--- src/rtl/ip_hdr_checksum_check.sv ---
// Receive-side IPv4 header checker: sums header words, verifies the ones-complement checksum,
// flags version/IHL errors. Define IP_CHECK_FIELDS_EN to capture total length, protocol and addresses.
module ip_hdr_checksum_check #(
  parameter int IP_VER_EXP = 4,
  parameter int ACC_W      = 21
) (
  input  logic        clk,
  input  logic        reset,
  input  logic        rx_sof,
  input  logic        rx_valid,
  input  logic [7:0]  rx_data,
  output logic        chk_done,
  output logic        chk_ok,
  output logic        hdr_err,
  output logic        busy,
  output logic [15:0] ip_total_len,
  output logic [7:0]  ip_protocol,
  output logic [31:0] src_ip,
  output logic [31:0] dst_ip
);

  typedef enum logic [1:0] {IDLE, HDR, FOLD, DONE} state_t;

  state_t           state_q, state_d;
  logic [ACC_W-1:0] acc_q, acc_d;
  logic [5:0]       byte_cnt_q, byte_cnt_d;
  logic [3:0]       ihl_q, ihl_d;
  logic [7:0]       hi_q, hi_d;
  logic             chk_done_q, chk_done_d;
  logic             chk_ok_q, chk_ok_d;
  logic             hdr_err_q, hdr_err_d;

  logic             sof;
  logic             bad_start;
  logic             last_byte;
  logic [15:0]      word;
  logic [16:0]      s1;
  logic [15:0]      s2;

  always_comb begin
    sof       = rx_valid & rx_sof;
    bad_start = (rx_data[7:4] != 4'(IP_VER_EXP)) || (rx_data[3:0] < 4'd5);
    last_byte = (byte_cnt_q == ({ihl_q, 2'b00} - 6'd1));
    word      = {hi_q, rx_data};
    // Two-step end-around-carry fold; the second add cannot carry out again.
    s1        = {1'b0, acc_q[15:0]} + 17'(acc_q[ACC_W-1:16]);
    s2        = s1[15:0] + {15'd0, s1[16]};

    state_d    = state_q;
    acc_d      = acc_q;
    byte_cnt_d = byte_cnt_q;
    ihl_d      = ihl_q;
    hi_d       = hi_q;
    chk_done_d = 1'b0;
    chk_ok_d   = chk_ok_q;
    hdr_err_d  = hdr_err_q;

    case (state_q)
      IDLE, HDR: begin
        // A new sof in HDR silently abandons the header in progress.
        if (sof) begin
          ihl_d      = rx_data[3:0];
          byte_cnt_d = 6'd1;
          acc_d      = '0;
          hi_d       = rx_data;
          if (bad_start) begin
            state_d    = DONE;
            chk_done_d = 1'b1;
            hdr_err_d  = 1'b1;
            chk_ok_d   = 1'b0;
          end else begin
            state_d = HDR;
          end
        end else if (state_q == HDR && rx_valid) begin
          byte_cnt_d = byte_cnt_q + 6'd1;
          if (!byte_cnt_q[0]) begin
            hi_d = rx_data;
          end else begin
            acc_d = acc_q + {{(ACC_W-16){1'b0}}, word};
            if (last_byte) state_d = FOLD;
          end
        end
      end
      FOLD: begin
        state_d    = DONE;
        chk_done_d = 1'b1;
        chk_ok_d   = (s2 == 16'hFFFF);
        hdr_err_d  = 1'b0;
      end
      DONE: begin
        state_d = IDLE;
      end
      default: begin
        state_d = IDLE;
      end
    endcase
  end

  always_ff @(posedge clk or posedge reset) begin
    if (reset) begin
      state_q    <= IDLE;
      acc_q      <= '0;
      byte_cnt_q <= '0;
      ihl_q      <= '0;
      hi_q       <= '0;
      chk_done_q <= 1'b0;
      chk_ok_q   <= 1'b0;
      hdr_err_q  <= 1'b0;
    end else begin
      state_q    <= state_d;
      acc_q      <= acc_d;
      byte_cnt_q <= byte_cnt_d;
      ihl_q      <= ihl_d;
      hi_q       <= hi_d;
      chk_done_q <= chk_done_d;
      chk_ok_q   <= chk_ok_d;
      hdr_err_q  <= hdr_err_d;
    end
  end

  assign chk_done = chk_done_q;
  assign chk_ok   = chk_ok_q;
  assign hdr_err  = hdr_err_q;
  assign busy     = (state_q != IDLE);

`ifdef IP_CHECK_FIELDS_EN
  logic [15:0] tl_w_q, tl_w_d, tl_q, tl_d;
  logic [7:0]  pr_w_q, pr_w_d, pr_q, pr_d;
  logic [31:0] src_w_q, src_w_d, src_q, src_d;
  logic [31:0] dst_w_q, dst_w_d, dst_q, dst_d;

  // Working copies fill as bytes arrive; outputs move only on a completed header.
  always_comb begin
    tl_w_d  = tl_w_q;
    pr_w_d  = pr_w_q;
    src_w_d = src_w_q;
    dst_w_d = dst_w_q;
    tl_d    = tl_q;
    pr_d    = pr_q;
    src_d   = src_q;
    dst_d   = dst_q;
    if (state_q == HDR && rx_valid && !rx_sof) begin
      case (byte_cnt_q)
        6'd2:    tl_w_d[15:8]   = rx_data;
        6'd3:    tl_w_d[7:0]    = rx_data;
        6'd9:    pr_w_d         = rx_data;
        6'd12:   src_w_d[31:24] = rx_data;
        6'd13:   src_w_d[23:16] = rx_data;
        6'd14:   src_w_d[15:8]  = rx_data;
        6'd15:   src_w_d[7:0]   = rx_data;
        6'd16:   dst_w_d[31:24] = rx_data;
        6'd17:   dst_w_d[23:16] = rx_data;
        6'd18:   dst_w_d[15:8]  = rx_data;
        6'd19:   dst_w_d[7:0]   = rx_data;
        default: ;
      endcase
    end
    if (state_q == FOLD) begin
      tl_d  = tl_w_q;
      pr_d  = pr_w_q;
      src_d = src_w_q;
      dst_d = dst_w_q;
    end
  end

  always_ff @(posedge clk or posedge reset) begin
    if (reset) begin
      tl_w_q  <= '0;
      pr_w_q  <= '0;
      src_w_q <= '0;
      dst_w_q <= '0;
      tl_q    <= '0;
      pr_q    <= '0;
      src_q   <= '0;
      dst_q   <= '0;
    end else begin
      tl_w_q  <= tl_w_d;
      pr_w_q  <= pr_w_d;
      src_w_q <= src_w_d;
      dst_w_q <= dst_w_d;
      tl_q    <= tl_d;
      pr_q    <= pr_d;
      src_q   <= src_d;
      dst_q   <= dst_d;
    end
  end

  assign ip_total_len = tl_q;
  assign ip_protocol  = pr_q;
  assign src_ip       = src_q;
  assign dst_ip       = dst_q;
`else
  assign ip_total_len = '0;
  assign ip_protocol  = '0;
  assign src_ip       = '0;
  assign dst_ip       = '0;
`endif

endmodule

--- config.mk ---
export PLATFORM = sky130hd
export DESIGN_NAME = ip_hdr_checksum_check
export DESIGN_NICKNAME = d
export VERILOG_FILES = /design/src/rtl/ip_hdr_checksum_check.sv
export SDC_FILE = /design/constraint.sdc
export NUM_CORES = 1
export LEC_CHECK = 0
export BUFFER_PORTS_ARGS = -buffer_cell sky130_fd_sc_hd__buf_2
export CAP_MARGIN = 20
export CORE_MARGIN = 3
export CORE_UTILIZATION = 40
export CTS_CLUSTER_DIAMETER = 200
export DETAILED_ROUTE_END_ITERATION = 16
export PLACE_DENSITY = 0.74
export SLEW_MARGIN = 15
export SYNTH_ARGS = -nofsm -noshare
export SYNTH_HDL_FRONTEND = slang
export SYNTH_SLANG_ARGS = --single-unit
--- constraint.sdc ---
create_clock -name clk -period 7.76 [get_ports clk]
set_input_delay 1.164 -clock clk [delete_from_list [all_inputs] [get_ports clk]]
set_output_delay 1.164 -clock clk [all_outputs]
set_load 0.02 [all_outputs]
# Word-level counts from Yosys, hierarchy flattened
# Cells that the tools add are included.
totals:
  output_inout_bits: 92
  input_bits: 12
  wordCells: 64
  reg_bits: 44
op_classes:
  muxes: 23
  eq_ne: 12
  addsub: 5
  n_reduce_logical: 14
  n_bitwise: 1
  magnitude_cmp: 1
op_table:
  columns: ["operator", "count"]
  rows:
  - ["21-bit 2-to-1 mux", 3]
  - ["8-bit 2-to-1 mux", 3]
  - ["21-bit by 16-bit adder with 21-bit output", 1]
  - ["16-bit by 5-bit adder with 17-bit output", 1]
  - ["16-bit by 1-bit adder with 16-bit output", 1]
  - ["16-bit equality test, second input constant", 1]
  - ["6-bit 2-to-1 mux", 2]
  - ["3-bit AND reduction", 4]
  - ["2-bit 2-to-1 mux", 5]
  - ["3-bit inequality test, second input constant", 3]
  - ["2-bit nonzero test", 4]
  - ["6-bit by 1-bit adder with 6-bit output, second input constant", 1]
  - ["6-bit equality test", 1]
  - ["1-bit 2-to-1 mux", 6]
  - ["1-bit case mux with 2 select lines", 3]
  - ["2-bit case mux with 3 select lines", 1]
  - ["6-bit by 1-bit subtractor with 6-bit output, second input constant", 1]
  - ["2-bit equality test, second input constant", 2]
  - ["4-bit by 3-bit less-than comparator with 1-bit output, second input constant", 1]
  - ["2-bit inequality test, second input constant", 2]
  - ["4-bit by 3-bit inequality test with 1-bit output, second input constant", 1]
  - ["2-bit AND reduction", 2]
  - ["2-bit by 1-bit equality test with 1-bit output, second input constant", 1]
  - ["2-bit logical NOT", 1]
  - ["other kinds (5)", 5]

# Longest topological paths before layout
depth:
  ltp_word: 7
  ltp_mapped: 15
  mapped_depth_nobuf: 15

# Worst setup path after synthesis
# No wires, ideal clock.
synth_timing:
  path_kind: "input-to-reg"
  from: "input port rx_data[0]"
  to: "register acc_q[14]"
  arrival_ns: 2.868
  n_path_buf: 0
  path_stages: 9
  path_slack_ns: 4.771
  setup_time_ns: 0.121
  t_required_ns: 7.639
  cell_sequence: "ha_1 fa_1 a21o_1 a21oi_1 o211a_1 o21a_4 a21oi_1 xor2_1 a22o_1"
synth_between:
  elab_chain_len: 4
synth_lines:
  columns: ["item", "line", "source"]
  rows:
  - ["start, declared", "11", "input logic [7:0] rx_data,"]
  - ["21-bit by 16-bit adder with 21-bit output", "79", "acc_d = acc_q + {{(ACC_W-16){1'b0}}, word};"]
  - ["21-bit 2-to-1 mux", "76", "if (!byte_cnt_q[0]) begin"]
  - ["21-bit 2-to-1 mux", "74", "end else if (state_q == HDR && rx_valid) begin"]
  - ["21-bit 2-to-1 mux", "61", "if (sof) begin"]
  - ["end signal, assigned", "102", "acc_q <= '0;"]
  - ["end signal, assigned", "111", "acc_q <= acc_d;"]
  - ["end, declared", "25", "logic [ACC_W-1:0] acc_q, acc_d;"]
# Every way passes these cells. The select of a mux whose other input is x is not followed.
# A chain may end at the register's enable or synchronous reset.

# Worst setup path in the final report
layout_timing:
  from: "register acc_q[16]"
  to: "register chk_ok_q (netlist: chk_ok)"
layout_between:
  elab_chain_len: 4
layout_lines:
  columns: ["item", "line", "source"]
  rows:
  - ["16-bit by 5-bit adder with 17-bit output", "46", "s1 = {1'b0, acc_q[15:0]} + 17'(acc_q[ACC_W-1:16]);"]
  - ["16-bit by 1-bit adder with 16-bit output", "47", "s2 = s1[15:0] + {15'd0, s1[16]};"]
  - ["16-bit equality test", "87", "chk_ok_d = (s2 == 16'hFFFF);"]
  - ["1-bit case mux with 2 select lines", "58", "case (state_q)"]
  - ["end signal, assigned", "116", "chk_ok_q <= chk_ok_d;"]
  - ["end, declared", "30", "logic chk_ok_q, chk_ok_d;"]
# Every way passes these cells.

==> flow_summary.json <==
{
  "dp_hpwl_um": 6080,
  "timing.final.hold_violations": 0,
  "p_int_mw": 0.680,
  "syn_area_um2": 3830,
  "p_sw_share_pct": 43.7,
  "finalCritPeriodShare_pct": 42.0,
  "crit_slowest_cell": "dfrtp_1",
  "start_util_pct": 41.3,
  "slew_headroom_pct": 47.1,
  "layout_common_cells": "conb_1, dfrtp_1, nand2_1, ha_1, o21ai_0",
  "synthMuxAreaShare_pct": 2.35,
  "antenna_cells": 0,
  "synth-seq-cells": 44,
  "drc": 0,
  "ir_drop_mv": 0.119,
  "hold_path.class": "flop to flop",
  "setup.worst_path.end_class": "flop",
  "gp_congestion": 0.904,
  "grt_pass1_vias": 2628,
  "max_freq_mhz": 307,
  "fill_cells": 922,
  "cpPeakStageDelay_ns": 0.44,
  "drv_slew": 0,
  "status": "complete, no violations",
  "postCtsSetupBuffers": 0,
  "powerDensity_nw_per_um2": 313,
  "holdCritStartpoint": "hdr_err",
  "drive_gt1_share_pct": 9.76,
  "combPwrFrac_pct": 52.0,
  "p_leak_nw": 1.84,
  "synth_top_area_share_pct": 28.7,
  "async_flop_share_pct": 100,
  "switching_power_mw": 0.527,
  "synth_area_leader_cell": "dfrtp_1",
  "final_common_cell": "conb_1",
  "synthCells": 433,
  "grt_pass1_wl_um": 12400,
  "row_count": 35,
  "r2r-start": "acc_q[16]",
  "min_period_ns": 3.26,
  "hold_buffers": 0,
  "drv_cap": 0,
  "port-buffer-count": 15,
  "rsz0062_at_grt": "no",
  "reg2reg_depth": 14,
  "reg2reg_to": "chk_ok",
  "synth_edf_count": 0,
  "die_h_um": 104,
  "fin_ws_ns": 4.50,
  "wirelength_um": 7700,
  "numCtsBuffers": 5,
  "htreeDepth": 2,
  "yosysSeqAreaShare_pct": 28.7,
  "ys_top_cells_by_area": "dfrtp_1, buf_4, ha_1",
  "cp.arrival_ns": 3.47,
  "synthAdderAreaFrac_pct": 9.20,
  "vias": 2876,
  "synthSimpleGateAreaFrac_pct": 13.6,
  "cts_resized": 0,
  "cts_buffer_depth": 2,
  "grt_max_degree": 45,
  "worst_pin_slew_ns": 0.789,
  "yosysWarnings": 0,
  "synth_top_family_by_area": "buffers and inverters",
  "dieArea_um2": 10800,
  "synth-xor-area-share_pct": 7.08,
  "io_pins": 104,
  "cpMostUsedCell": "ha_1",
  "nNetsFinal": 489,
  "syn_avg_cell_area_um2": 8.86,
  "clk_pin_slew_ns": 0.09,
  "antenna_left": 0,
  "cts_tree": "built",
  "grtUsageTotal_pct": 13.8,
  "synthFlopType": "dfrtp_1",
  "hold_depth": 2,
  "wire_per_inst_um": 13.3,
  "numClockSinks": 44,
  "first_pass_iters": 4,
  "grt_overflow": 0,
  "worst-setup-path-type": "flop to flop",
  "via_per_inst": 4.96,
  "setup_viol": 0,
  "insertion_delay_ns": 0.31,
  "final.setup.tns_ns": 0,
  "synth_compound_area_share_pct": 19.1,
  "drtIter0Drc": 118,
  "area_growth_pct": 0.457,
  "rrSetupSlack_ns": 4.50,
  "power_frac_clock_pct": 15.4,
  "cp-start-kind": "flop",
  "fp.dieW_um": 104,
  "cp_cell_sequence": "ha_1 -> inv_1 -> fa_1 -> nor2b_1 -> o31a_2 -> nor2_1 -> nor2_1 -> ha_1 -> ha_1 -> nand2_1 -> o41ai_1 -> a22oi_1 -> xor2_1 -> o31ai_1",
  "core_um2": 9280,
  "p_seq_share_pct": 32.6,
  "worstPathRequired_ns": 7.97,
  "yosys.cell_types.count": 58,
  "fin_worst_skew_ns": 0.0123,
  "cts_root_buf": "clkbuf_8",
  "antenna_found_initial": 0,
  "worstPathMaxFanout": 6,
  "dp_slack_ns": 4.42,
  "hold_end": "hdr_err"
}
cell type report:
cell class	count	area (µm²)	area share [%]
Clock buffer	6	82.6	2.14
Clock inverter	2	38.8	1.01
Inverter	19	71.3	1.85
Multi-Input combinational cell	362	2300	59.7
Sequential cell	44	1100	28.6
Tap cell	129	161	4.19
Timing Repair Buffer	18	97.6	2.53
layer usage:
layer	track usage [%]	vias to the layer above	routed length, µm
met2	23.4	97	3730
met1	18.0	1371	3350
met3	1.80	16	440
met4	5.32	0	186
li1	-	1392	-
met5	0	-	0
logic make-up (layout without fill, tap and decap cells):
logic type                 count (synthesis)  after routing
other                                      1             88
buffers and inverters                    114             45
and+or+nand+nor                          102            102
xor gates and xnor gates                  31             31
AOI/OAI and AO/OA                        106            106
adders and majority gates                 27             27
muxes                                      8              8
DFF                                       44             44
how the worst max path moves through the flow:
| stage | from | slack, ns | endpoint | depth (start not counted) |
|---|---|---|---|---|
| 4_1_cts | acc_q[16] | 4.54 | chk_ok | 14 |
| 3_3_place_gp | rx_data[6] | 4.48 | acc_q[13] | 8 |
| 2_1_floorplan | rx_data[0] | 4.77 | acc_q[14] | 9 |
| 3_5_place_dp | rx_data[6] | 4.42 | acc_q[13] | 8 |
| 5_1_grt | acc_q[16] | 4.28 | chk_ok | 14 |
| 6_report | acc_q[16] | 4.50 | chk_ok | 14 |
per-stage QoR:
| stage | util (%) | hold slack (ns) | cells | cell area [µm²] | total power, mW |
|---|---|---|---|---|---|
| after floorplan | - | 0.466 | 520 | 4160 | 0.913 |
| after CTS | 41.4 | 0.507 | 579 | 3840 | 1.21 |
| after global placement | 40.1 | 0.460 | 571 | 3720 | 0.996 |
| final | 41.5 | 0.499 | 580 | 3850 | 1.21 |
| after detailed placement | 40.1 | 0.484 | 571 | 3720 | 1.02 |
| after global routing | 41.5 | 0.537 | 580 | 3850 | 1.31 |
power by group through the flow:
stage	clock network, mW	registers, mW	logic (mW)
floorplan	0	0.370	0.542
finish	0.186	0.393	0.628
CTS	0.191	0.391	0.626
global route	0.199	0.404	0.705
global placement	0	0.392	0.604
detailed placement	0	0.396	0.623
worst max-delay path, delay by kind of cell, from the launching register on:
kind | cells | cell delay (ns)
fa+ha+maj | 4 | 0.97
compound gates | 4 | 0.96
simple gates | 4 | 0.58
flops | 1 | 0.44
xor+xnor | 1 | 0.16
buf+inv | 1 | 0.05
cell usage after synthesis, drive strengths merged, types with 3 or more instances:
library cell  instances
o21ai                27
a21o                  7
a21oi                21
mux2                  8
o21a                  8
buf                  90
nand3                 9
xnor2                18
clkbuf                5
or3                   4
or2                   3
nor2                 18
nor4                  3
inv                  19
ha                   25
nor3                  3
nand2                32
a22o                 15
dfrtp                44
xor2                 13
nand2b                4
nand4                 9
o31ai                 4
nor2b                 3
flip-flops by register name, summed over array words and instances (netlist names):
signal,cells
hdr_err,1
chk_ok,1
ihl_q,4
byte_cnt_q,6
acc_q,21
hi_q,8
state_q,2
chk_done,1
(Power assumes the default switching activity.)
